<file path="config.mk">
export PLATFORM = sky130hd
export DESIGN_NAME = fib_seq_gen
export DESIGN_NICKNAME = d
export VERILOG_FILES = /design/src/rtl/fib_seq_pkg.sv /design/src/rtl/fib_seq_datapath.sv /design/src/rtl/fib_seq_gen.sv
export SDC_FILE = /design/constraint.sdc
export NUM_CORES = 1
export LEC_CHECK = 0
export BUFFER_PORTS_ARGS = -buffer_cell sky130_fd_sc_hd__buf_2
export CAP_MARGIN = 25
export CORE_AREA = 2 2 100 174
export CTS_CLUSTER_SIZE = 24
export DETAILED_ROUTE_END_ITERATION = 10
export DIE_AREA = 0 0 102 176
export PLACE_DENSITY = 0.88
export SETUP_SLACK_MARGIN = 0.5
export SLEW_MARGIN = 20
export SYNTH_ARGS = -nofsm -noshare
export SYNTH_HDL_FRONTEND = slang
export SYNTH_SLANG_ARGS = --single-unit
export TNS_END_PERCENT = 1
</file>
<file path="constraint.sdc">
create_clock -name clk -period 3.8 [get_ports clk]
set_input_delay 0.38 -clock clk [delete_from_list [all_inputs] [get_ports clk]]
set_output_delay 0.38 -clock clk [all_outputs]
set_load 0.01 [all_outputs]
</file>
<file path="src/rtl/fib_seq_pkg.sv">
// fib_seq_pkg: shared FSM state encoding and width helpers for fib_seq_gen.
package fib_seq_pkg;

  typedef enum logic [2:0] {
    IDLE        = 3'd0,
    INIT        = 3'd1,
    COMPUTE     = 3'd2,
    WAIT_GO_LOW = 3'd3,
    DONE        = 3'd4
  } state_t;

  localparam int unsigned FIB_DEF_OUTPUT_WIDTH = 32;

  // Default-width term and carry-extended sum types.
  typedef logic [FIB_DEF_OUTPUT_WIDTH-1:0] term_t;
  typedef logic [FIB_DEF_OUTPUT_WIDTH:0]   sum_t;

  // An adder over two terms needs one extra bit to expose the carry.
  function automatic int unsigned sum_width(input int unsigned term_width);
    return term_width + 32'd1;
  endfunction

endpackage

</file>
<file path="src/rtl/fib_seq_datapath.sv">
// fib_seq_datapath: operand capture, prev/curr/count registers and the
// carry-extended adder of the recurrence x(i) = x(i-1) + x(i-2).
import fib_seq_pkg::*;

module fib_seq_datapath #(
  parameter int INPUT_WIDTH  = 6,
  parameter int OUTPUT_WIDTH = 32
) (
  input  logic                    clk_i,
  input  logic                    rst_ni,
  input  logic                    start_i,
  input  logic                    load_i,
  input  logic                    step_i,
  input  logic [INPUT_WIDTH-1:0]  n_i,
  input  logic [OUTPUT_WIDTH-1:0] seed0_i,
  input  logic [OUTPUT_WIDTH-1:0] seed1_i,
  output logic [OUTPUT_WIDTH-1:0] prev_o,
  output logic [OUTPUT_WIDTH-1:0] curr_o,
  output logic [OUTPUT_WIDTH-1:0] sum_o,
  output logic                    carry_o,
  output logic                    last_o,
  output logic                    n_zero_o
);

  localparam int SUM_WIDTH = sum_width(OUTPUT_WIDTH);
  localparam logic [INPUT_WIDTH-1:0] CNT_ONE = {{(INPUT_WIDTH-1){1'b0}}, 1'b1};

  logic [INPUT_WIDTH-1:0]  n_q, n_d, count_q, count_d;
  logic [OUTPUT_WIDTH-1:0] seed0_q, seed0_d, seed1_q, seed1_d;
  logic [OUTPUT_WIDTH-1:0] prev_q, prev_d, curr_q, curr_d;
  logic [SUM_WIDTH-1:0]    sum_s;

  assign sum_s    = {1'b0, prev_q} + {1'b0, curr_q};
  assign prev_o   = prev_q;
  assign curr_o   = curr_q;
  assign sum_o    = sum_s[OUTPUT_WIDTH-1:0];
  assign carry_o  = sum_s[OUTPUT_WIDTH];
  // count starts at 1 after INIT, so n<=1 is already the last iteration.
  assign last_o   = (count_q >= n_q);
  assign n_zero_o = (n_q == {INPUT_WIDTH{1'b0}});

  // Next-state: capture operands on start, seed on load, shift on step.
  always_comb begin
    n_d     = n_q;
    seed0_d = seed0_q;
    seed1_d = seed1_q;
    prev_d  = prev_q;
    curr_d  = curr_q;
    count_d = count_q;
    if (start_i) begin
      n_d     = n_i;
      seed0_d = seed0_i;
      seed1_d = seed1_i;
    end else begin
      n_d     = n_q;
    end
    if (load_i) begin
      prev_d  = seed0_q;
      curr_d  = seed1_q;
      count_d = CNT_ONE;
    end else if (step_i) begin
      prev_d  = curr_q;
      curr_d  = sum_s[OUTPUT_WIDTH-1:0];
      count_d = count_q + CNT_ONE;
    end else begin
      count_d = count_q;
    end
  end

  // Datapath registers, cleared by the asynchronous reset.
  always_ff @(posedge clk_i or negedge rst_ni) begin
    if (!rst_ni) begin
      n_q     <= {INPUT_WIDTH{1'b0}};
      count_q <= {INPUT_WIDTH{1'b0}};
      seed0_q <= {OUTPUT_WIDTH{1'b0}};
      seed1_q <= {OUTPUT_WIDTH{1'b0}};
      prev_q  <= {OUTPUT_WIDTH{1'b0}};
      curr_q  <= {OUTPUT_WIDTH{1'b0}};
    end else begin
      n_q     <= n_d;
      count_q <= count_d;
      seed0_q <= seed0_d;
      seed1_q <= seed1_d;
      prev_q  <= prev_d;
      curr_q  <= curr_d;
    end
  end

endmodule

</file>
<file path="src/rtl/fib_seq_gen.sv">
// fib_seq_gen: n-th term of a seeded second-order additive recurrence with a
// go/done handshake, busy flag and sticky overflow with early termination.
// Optional macro FIB_SEQ_STREAM_EN adds a term/term_valid stream of x(2)..x(n).
import fib_seq_pkg::*;

module fib_seq_gen #(
  parameter int INPUT_WIDTH  = 6,
  parameter int OUTPUT_WIDTH = 32
) (
  input  logic                    clk,
  input  logic                    rst,
  input  logic                    go,
  input  logic [INPUT_WIDTH-1:0]  n,
  input  logic [OUTPUT_WIDTH-1:0] seed0,
  input  logic [OUTPUT_WIDTH-1:0] seed1,
  output logic [OUTPUT_WIDTH-1:0] result,
  output logic                    overflow,
  output logic                    done,
`ifdef FIB_SEQ_STREAM_EN
  output logic [OUTPUT_WIDTH-1:0] term,
  output logic                    term_valid,
`endif
  output logic                    busy
);

  state_t state_q, state_d;
  logic [OUTPUT_WIDTH-1:0] result_q, result_d;
  logic overflow_q, overflow_d, done_q, done_d, busy_q, busy_d;
  logic start_s, load_s, step_s, finish_s;
  logic [OUTPUT_WIDTH-1:0] prev_s, curr_s, sum_s;
  logic carry_s, last_s, n_zero_s;

  fib_seq_datapath #(
    .INPUT_WIDTH (INPUT_WIDTH),
    .OUTPUT_WIDTH(OUTPUT_WIDTH)
  ) u_datapath (
    .clk_i   (clk),
    .rst_ni  (rst),
    .start_i (start_s),
    .load_i  (load_s),
    .step_i  (step_s),
    .n_i     (n),
    .seed0_i (seed0),
    .seed1_i (seed1),
    .prev_o  (prev_s),
    .curr_o  (curr_s),
    .sum_o   (sum_s),
    .carry_o (carry_s),
    .last_o  (last_s),
    .n_zero_o(n_zero_s)
  );

  // FSM next-state, datapath controls and next values of the handshake outputs.
  always_comb begin
    state_d    = state_q;
    result_d   = result_q;
    overflow_d = overflow_q;
    done_d     = done_q;
    start_s    = 1'b0;
    load_s     = 1'b0;
    step_s     = 1'b0;
    finish_s   = 1'b0;
    case (state_q)
      IDLE, DONE: begin
        if (go) begin
          start_s    = 1'b1;
          state_d    = INIT;
          done_d     = 1'b0;
          overflow_d = 1'b0;
        end else begin
          state_d    = state_q;
        end
      end
      INIT: begin
        load_s  = 1'b1;
        state_d = COMPUTE;
      end
      COMPUTE: begin
        if (last_s) begin
          // With no additions prev still holds seed0, curr holds seed1.
          finish_s = 1'b1;
          result_d = n_zero_s ? prev_s : curr_s;
        end else begin
          step_s = 1'b1;
          if (carry_s) begin
            finish_s   = 1'b1;
            overflow_d = 1'b1;
            result_d   = sum_s;
          end else begin
            finish_s   = 1'b0;
          end
        end
        if (finish_s) begin
          // done may only rise after a cycle in which go was low.
          state_d = go ? WAIT_GO_LOW : DONE;
          done_d  = !go;
        end else begin
          state_d = COMPUTE;
        end
      end
      WAIT_GO_LOW: begin
        if (!go) begin
          state_d = DONE;
          done_d  = 1'b1;
        end else begin
          state_d = WAIT_GO_LOW;
        end
      end
      default: begin
        state_d = IDLE;
      end
    endcase
    busy_d = (state_d == INIT) || (state_d == COMPUTE);
  end

  // FSM state and registered handshake outputs.
  always_ff @(posedge clk or negedge rst) begin
    if (!rst) begin
      state_q    <= IDLE;
      result_q   <= {OUTPUT_WIDTH{1'b0}};
      overflow_q <= 1'b0;
      done_q     <= 1'b0;
      busy_q     <= 1'b0;
    end else begin
      state_q    <= state_d;
      result_q   <= result_d;
      overflow_q <= overflow_d;
      done_q     <= done_d;
      busy_q     <= busy_d;
    end
  end

  assign result   = result_q;
  assign overflow = overflow_q;
  assign done     = done_q;
  assign busy     = busy_q;

`ifdef FIB_SEQ_STREAM_EN
  logic [OUTPUT_WIDTH-1:0] term_q;
  logic                    term_valid_q;

  // Stream every newly computed term, including a truncated overflowing one.
  always_ff @(posedge clk or negedge rst) begin
    if (!rst) begin
      term_q       <= {OUTPUT_WIDTH{1'b0}};
      term_valid_q <= 1'b0;
    end else begin
      term_q       <= step_s ? sum_s : term_q;
      term_valid_q <= step_s;
    end
  end

  assign term       = term_q;
  assign term_valid = term_valid_q;
`endif

endmodule

</file>
==> flow_summary.json, run 1 <==
{
  "rr_startpoint": "u_datapath.curr_o[0]",
  "arrival_ps": 3400,
  "cts_buffers": 17,
  "post_cts_buffers": 0,
  "io_pins": 108,
  "rows": 62,
  "maxCapViolations": 0,
  "ys_types": 57,
  "gp_congestion": 0.936,
  "dieArea_um2": 18000,
  "rsz0062_at_grt": "no",
  "violations": "hold timing",
  "seq_area_frac_synth": 0.466,
  "hold_buffers": 0,
  "maxSlewHeadroom": 0.438,
  "synth_edf_count": 0,
  "htreeDepth": 4,
  "clk_pin_slew_ps": 70,
  "most-common-layout-cells": "dfrtp_1 (178), nand2_1 (160), buf_2 (106)",
  "dp_hpwl_um": 16600,
  "cts_max_path_buffers": 2,
  "overflow": 0,
  "post-route-min-period_ps": 3090,
  "num_antenna_cells": 0,
  "critPathMaxStageDelay_ps": 420,
  "crit_path_end_kind": "register",
  "syn_nets": 1096,
  "antenna_found_initial": 0,
  "root_buffer": "clkbuf_16",
  "crit_fanout": 22,
  "post_synth_inst_count": 983,
  "wl_um": 23800,
  "critPathSlowestCell": "fa_1",
  "core_area_um2": 16400,
  "drt_iter0_drc": 458,
  "vias_per_cell": 5.98,
  "critPathKind": "register to register",
  "cts.sinks": 178,
  "start_kind": "register",
  "pre_cts_ws_ps": 728,
  "fmax_mhz": 324,
  "synth-seq-cells": 178,
  "syn_area_um2": 9560,
  "die_height_um": 176,
  "min_path_type": "input pin to async pin",
  "crit_required_ps": 4110,
  "setup_slack_ps": 712,
  "grt_first_pass_wirelength_um": 39100,
  "fin_skew_ps": 11.7,
  "io_buffers": 107,
  "die_w_um": 102,
  "synth_flop_cell": "dfrtp_1",
  "async_flop_share": 1.00,
  "vias": 7816,
  "grt_max_degree": 82,
  "worstMarginPinSlew_ps": 842,
  "layout_commonest_cell": "dfrtp_1",
  "cp_cell_sequence": "ha_1 -> fa_1 -> a21o_1 -> a221oi_4 -> o211ai_4 -> a32o_1 -> o21ai_4 -> buf_4 -> nor4_1 -> or3_1",
  "drtPass1Iterations": 5,
  "critPathCapture": "result[30]",
  "grt_usage": 0.276,
  "status": "finished, violations left",
  "setup_viol": 0,
  "drive_gt1_frac": 0.223,
  "start_util": 0.581,
  "holdWs_ps": -14.8,
  "finalCritPeriodShare": 0.813,
  "cts_tree": "built",
  "drc": 0,
  "wire_per_inst_um": 18.2,
  "final_nets": 1185,
  "clk_latency_ps": 440,
  "drv_slew": 0,
  "cts-resized-gates": 0,
  "hold_viol": 23,
  "n_fill_cell": 1323,
  "r2r-end": "result[30]",
  "rr_worst_depth": 10,
  "syn_avg_cell_area_um2": 9.72,
  "grt_pass1_vias": 8312,
  "drtAntennaViolNets": 0,
  "ys.warnings.count": 0,
  "rrSetupSlack_ps": 710,
  "critPathLaunch": "u_datapath.curr_o[0]",
  "area_growth_pct": 14.5,
  "setup_tns_ps": 0
}
[cell families after synthesis]
group	Yosys count	share of synthesized area
AND/OR/NAND/NOR	298	0.134
buffers and inverters	77	0.0318
multiplexers	96	0.109
AO/OA/AOI/OAI	261	0.175
XOR/XNOR	33	0.0302
flip-flops	178	0.466
adder cells (fa/ha/maj)	40	0.0532
[cells in the mapped netlist, types with 9 or more instances]
| cell type | instances | area share |
|---|---|---|
| buf_2 | 9 | 0.0047 |
| nand2_1 | 160 | 0.063 |
| a21oi_1 | 72 | 0.038 |
| nor2_1 | 73 | 0.029 |
| inv_1 | 22 | 0.0086 |
| mux2_2 | 68 | 0.080 |
| nand4_1 | 9 | 0.0059 |
| xor2_1 | 13 | 0.012 |
| o21ai_0 | 65 | 0.034 |
| dfrtp_1 | 178 | 0.47 |
| nor3_1 | 13 | 0.0068 |
| clkbuf_1 | 42 | 0.016 |
| a22oi_1 | 31 | 0.024 |
| mux2i_1 | 28 | 0.029 |
| ha_1 | 39 | 0.051 |
| xnor2_1 | 20 | 0.018 |
| a31oi_1 | 34 | 0.022 |
[how the worst min path moves through the flow]
stage / cells after the start / end / slack [ps]
after floorplan: 0 / busy / 80
after global placement: 2 / result[10] / 460
after detailed placement: 2 / result[7] / 470
after CTS: 1 / u_datapath.prev_o[22] / 10
after global routing: 1 / u_datapath.prev_o[22] / 50
final: 1 / u_datapath.prev_o[26] / -10
[critical path: cells and delay by family (launching register included)]
| family | cells | cell delay (ps) |
|---|---|---|
| adders and majority gates | 2 | 640 |
| and+or+nand+nor | 2 | 460 |
| DFF | 1 | 410 |
| AOI/OAI and AO/OA | 5 | 1180 |
| buffers and inverters | 1 | 280 |
[through the flow]
step	util	instance area (µm²)	hold slack, ps	cells
CTS	0.664	10900	11.6	1307
global placement	0.628	10300	459	1276
detailed placement	0.628	10300	466	1276
finish	0.666	10900	-14.8	1308
global route	0.666	10900	54.1	1308
floorplan	-	9560	84.4	983
[cell type report]
type / instances / area [µm²] / share of cell area
clock buffers: 19 / 433 / 0.0396
clock inverters: 12 / 159 / 0.0145
inverters: 22 / 82.6 / 0.00754
multi-input cells: 728 / 4830 / 0.441
flip-flops and latches: 178 / 4450 / 0.407
well taps: 224 / 280 / 0.0256
repair buffers: 125 / 709 / 0.0648
[sequential cells by signal (all words and copies together), names as in the netlist]
name / cells
u_datapath.curr_o: 32
result: 32
u_datapath.n_q: 6
u_datapath.count_q: 6
u_datapath.prev_o: 32
busy: 1
u_datapath.seed1_q: 32
overflow: 1
u_datapath.seed0_q: 32
state_q: 3
done: 1
[per-layer routing]
metal	track usage	wire (µm)	vias to the layer above
li1	-	-	3676
met1	0.317	9010	3783
met5	0	0	-
met4	0.152	997	0
met3	0.0356	1130	79
met2	0.487	12700	278
Power of run 1 is not shown: default switching activity piles up to over one toggle a cycle in this logic, so the estimate is an artifact.
==> run 2, diff against run 1 <==
Clock period 3.8 ns to 3.1 ns, I/O delays scaled along.
==> flow_summary.json, run 2 (synthesized netlist as in run 1, its figures left out) <==
{
  "min_path_type": "input pin to register",
  "grt_max_degree": 75,
  "fmax_mhz": 348,
  "area_growth_pct": 17.4,
  "start_util": 0.581,
  "clk_pin_slew_ps": 80,
  "crit_path_end_kind": "register",
  "final_nets": 1206,
  "dieArea_um2": 18000,
  "drtPass1Iterations": 6,
  "core_area_um2": 16400,
  "post-route-min-period_ps": 2870,
  "root_buffer": "clkbuf_16",
  "grt_usage": 0.299,
  "antenna_found_initial": 0,
  "gp_congestion": 0.896,
  "wl_um": 26400,
  "crit_required_ps": 3430,
  "drtAntennaViolNets": 0,
  "drc": 0,
  "drt_iter0_drc": 736,
  "cts_tree": "built",
  "critPathKind": "register to register",
  "drv_slew": 0,
  "die_w_um": 102,
  "dp_hpwl_um": 17500,
  "drive_gt1_frac": 0.250,
  "htreeDepth": 4,
  "clk_latency_ps": 450,
  "cts_max_path_buffers": 2,
  "most-common-layout-cells": "dfrtp_1 (178), nand2_1 (160), buf_2 (106)",
  "cts.sinks": 178,
  "maxSlewHeadroom": 0.428,
  "critPathSlowestCell": "dfrtp_1",
  "overflow": 0,
  "cts_buffers": 17,
  "io_buffers": 107,
  "setup_viol": 0,
  "maxCapViolations": 0,
  "io_pins": 108,
  "start_kind": "register",
  "wire_per_inst_um": 19.8,
  "vias_per_cell": 6.21,
  "vias": 8264,
  "cp_cell_sequence": "ha_1 -> nand2_1 -> or3_4 -> o211ai_4 -> a22o_4 -> o21ai_4 -> o31a_1 -> buf_4 -> nor4b_4 -> or3_1",
  "critPathMaxStageDelay_ps": 420,
  "arrival_ps": 3200,
  "fin_skew_ps": 11.7,
  "setup_tns_ps": 0,
  "rows": 62,
  "worstMarginPinSlew_ps": 858,
  "finalCritPeriodShare": 0.927,
  "die_height_um": 176,
  "crit_fanout": 5,
  "grt_first_pass_wirelength_um": 41800,
  "num_antenna_cells": 0,
  "layout_commonest_cell": "dfrtp_1",
  "hold_viol": 0,
  "rsz0062_at_grt": "yes",
  "status": "finished, final reports clean",
  "grt_pass1_vias": 8685
}
-- run 2: cell count changes in the layout (fill, tap and decap cells not counted), moves of 3 or more --
| cell | change |
|---|---|
| o21ai_1 | +3 |
| buf_12 | +4 |
| buf_4 | +14 |
| o21ai_0 | -4 |
| inv_8 | +4 |
-- run 2: layer usage --
layer / vias to the layer above / track usage / wire length (µm)
met4: 0 / 0.182 / 1490
met5: - / 0 / 0
met1: 4014 / 0.337 / 9640
li1: 3719 / - / -
met3: 124 / 0.0471 / 1450
met2: 407 / 0.519 / 13800
-- run 2: worst paths after layout --
path                                           to  slack [ps]  cells after the start            startpoint
setup / recovery                       result[30]         230                     10  u_datapath.curr_o[7]
hold / removal                  u_datapath.n_q[1]          70                      3                  n[1]
setup reg to reg                       result[30]         230                     10  u_datapath.curr_o[7]
hold reg to reg                         result[2]         490                      2             result[2]
max in group asynchronous               result[4]        1830                      3                   rst
min in group asynchronous  u_datapath.seed0_q[18]         460                      2                   rst
-- run 2: what timing repair did --
item | in CTS | in global routing
cloned | 1 | 0
setup endpoints to repair | 82 | 104
hold endpoints to repair | 71 | 0
buffers inserted | 10 | 3
pin swaps | 8 | 6
hold buffers | 1 | 0
gates resized for setup | 12 | 4
-- run 2: area by class of cell --
type	instances	area, µm²
Inverter	22	82.6
Sequential cell	178	4450
Tap cell	224	280
Clock buffer	17	425
Multi-Input combinational cell	728	4880
Fill cell	1247	5230
Clock inverter	15	165
Timing Repair Buffer	146	932
-- run 2: stage by stage --
stage	hold WS, ps	std cells	cell area [µm²]	util	setup slack [ps]
after CTS	64.6	1327	11200	0.680	297
after global placement	371	1283	10400	0.634	192
after global routing	71.2	1330	11200	0.682	144
final	73.6	1330	11200	0.682	225
after floorplan	14.4	983	9570	-	409
after detailed placement	374	1283	10400	0.634	26.9
-- run 2: worst max-delay path, delay by kind of cell (launching register included) --
kind,cells,cell delay [ps]
AO/OA/AOI/OAI,4,830
buffers and inverters,1,150
flip-flops,1,420
adder cells (fa/ha/maj),1,380
AND/OR/NAND/NOR,4,970
Power of run 2 is left out for the same reason.
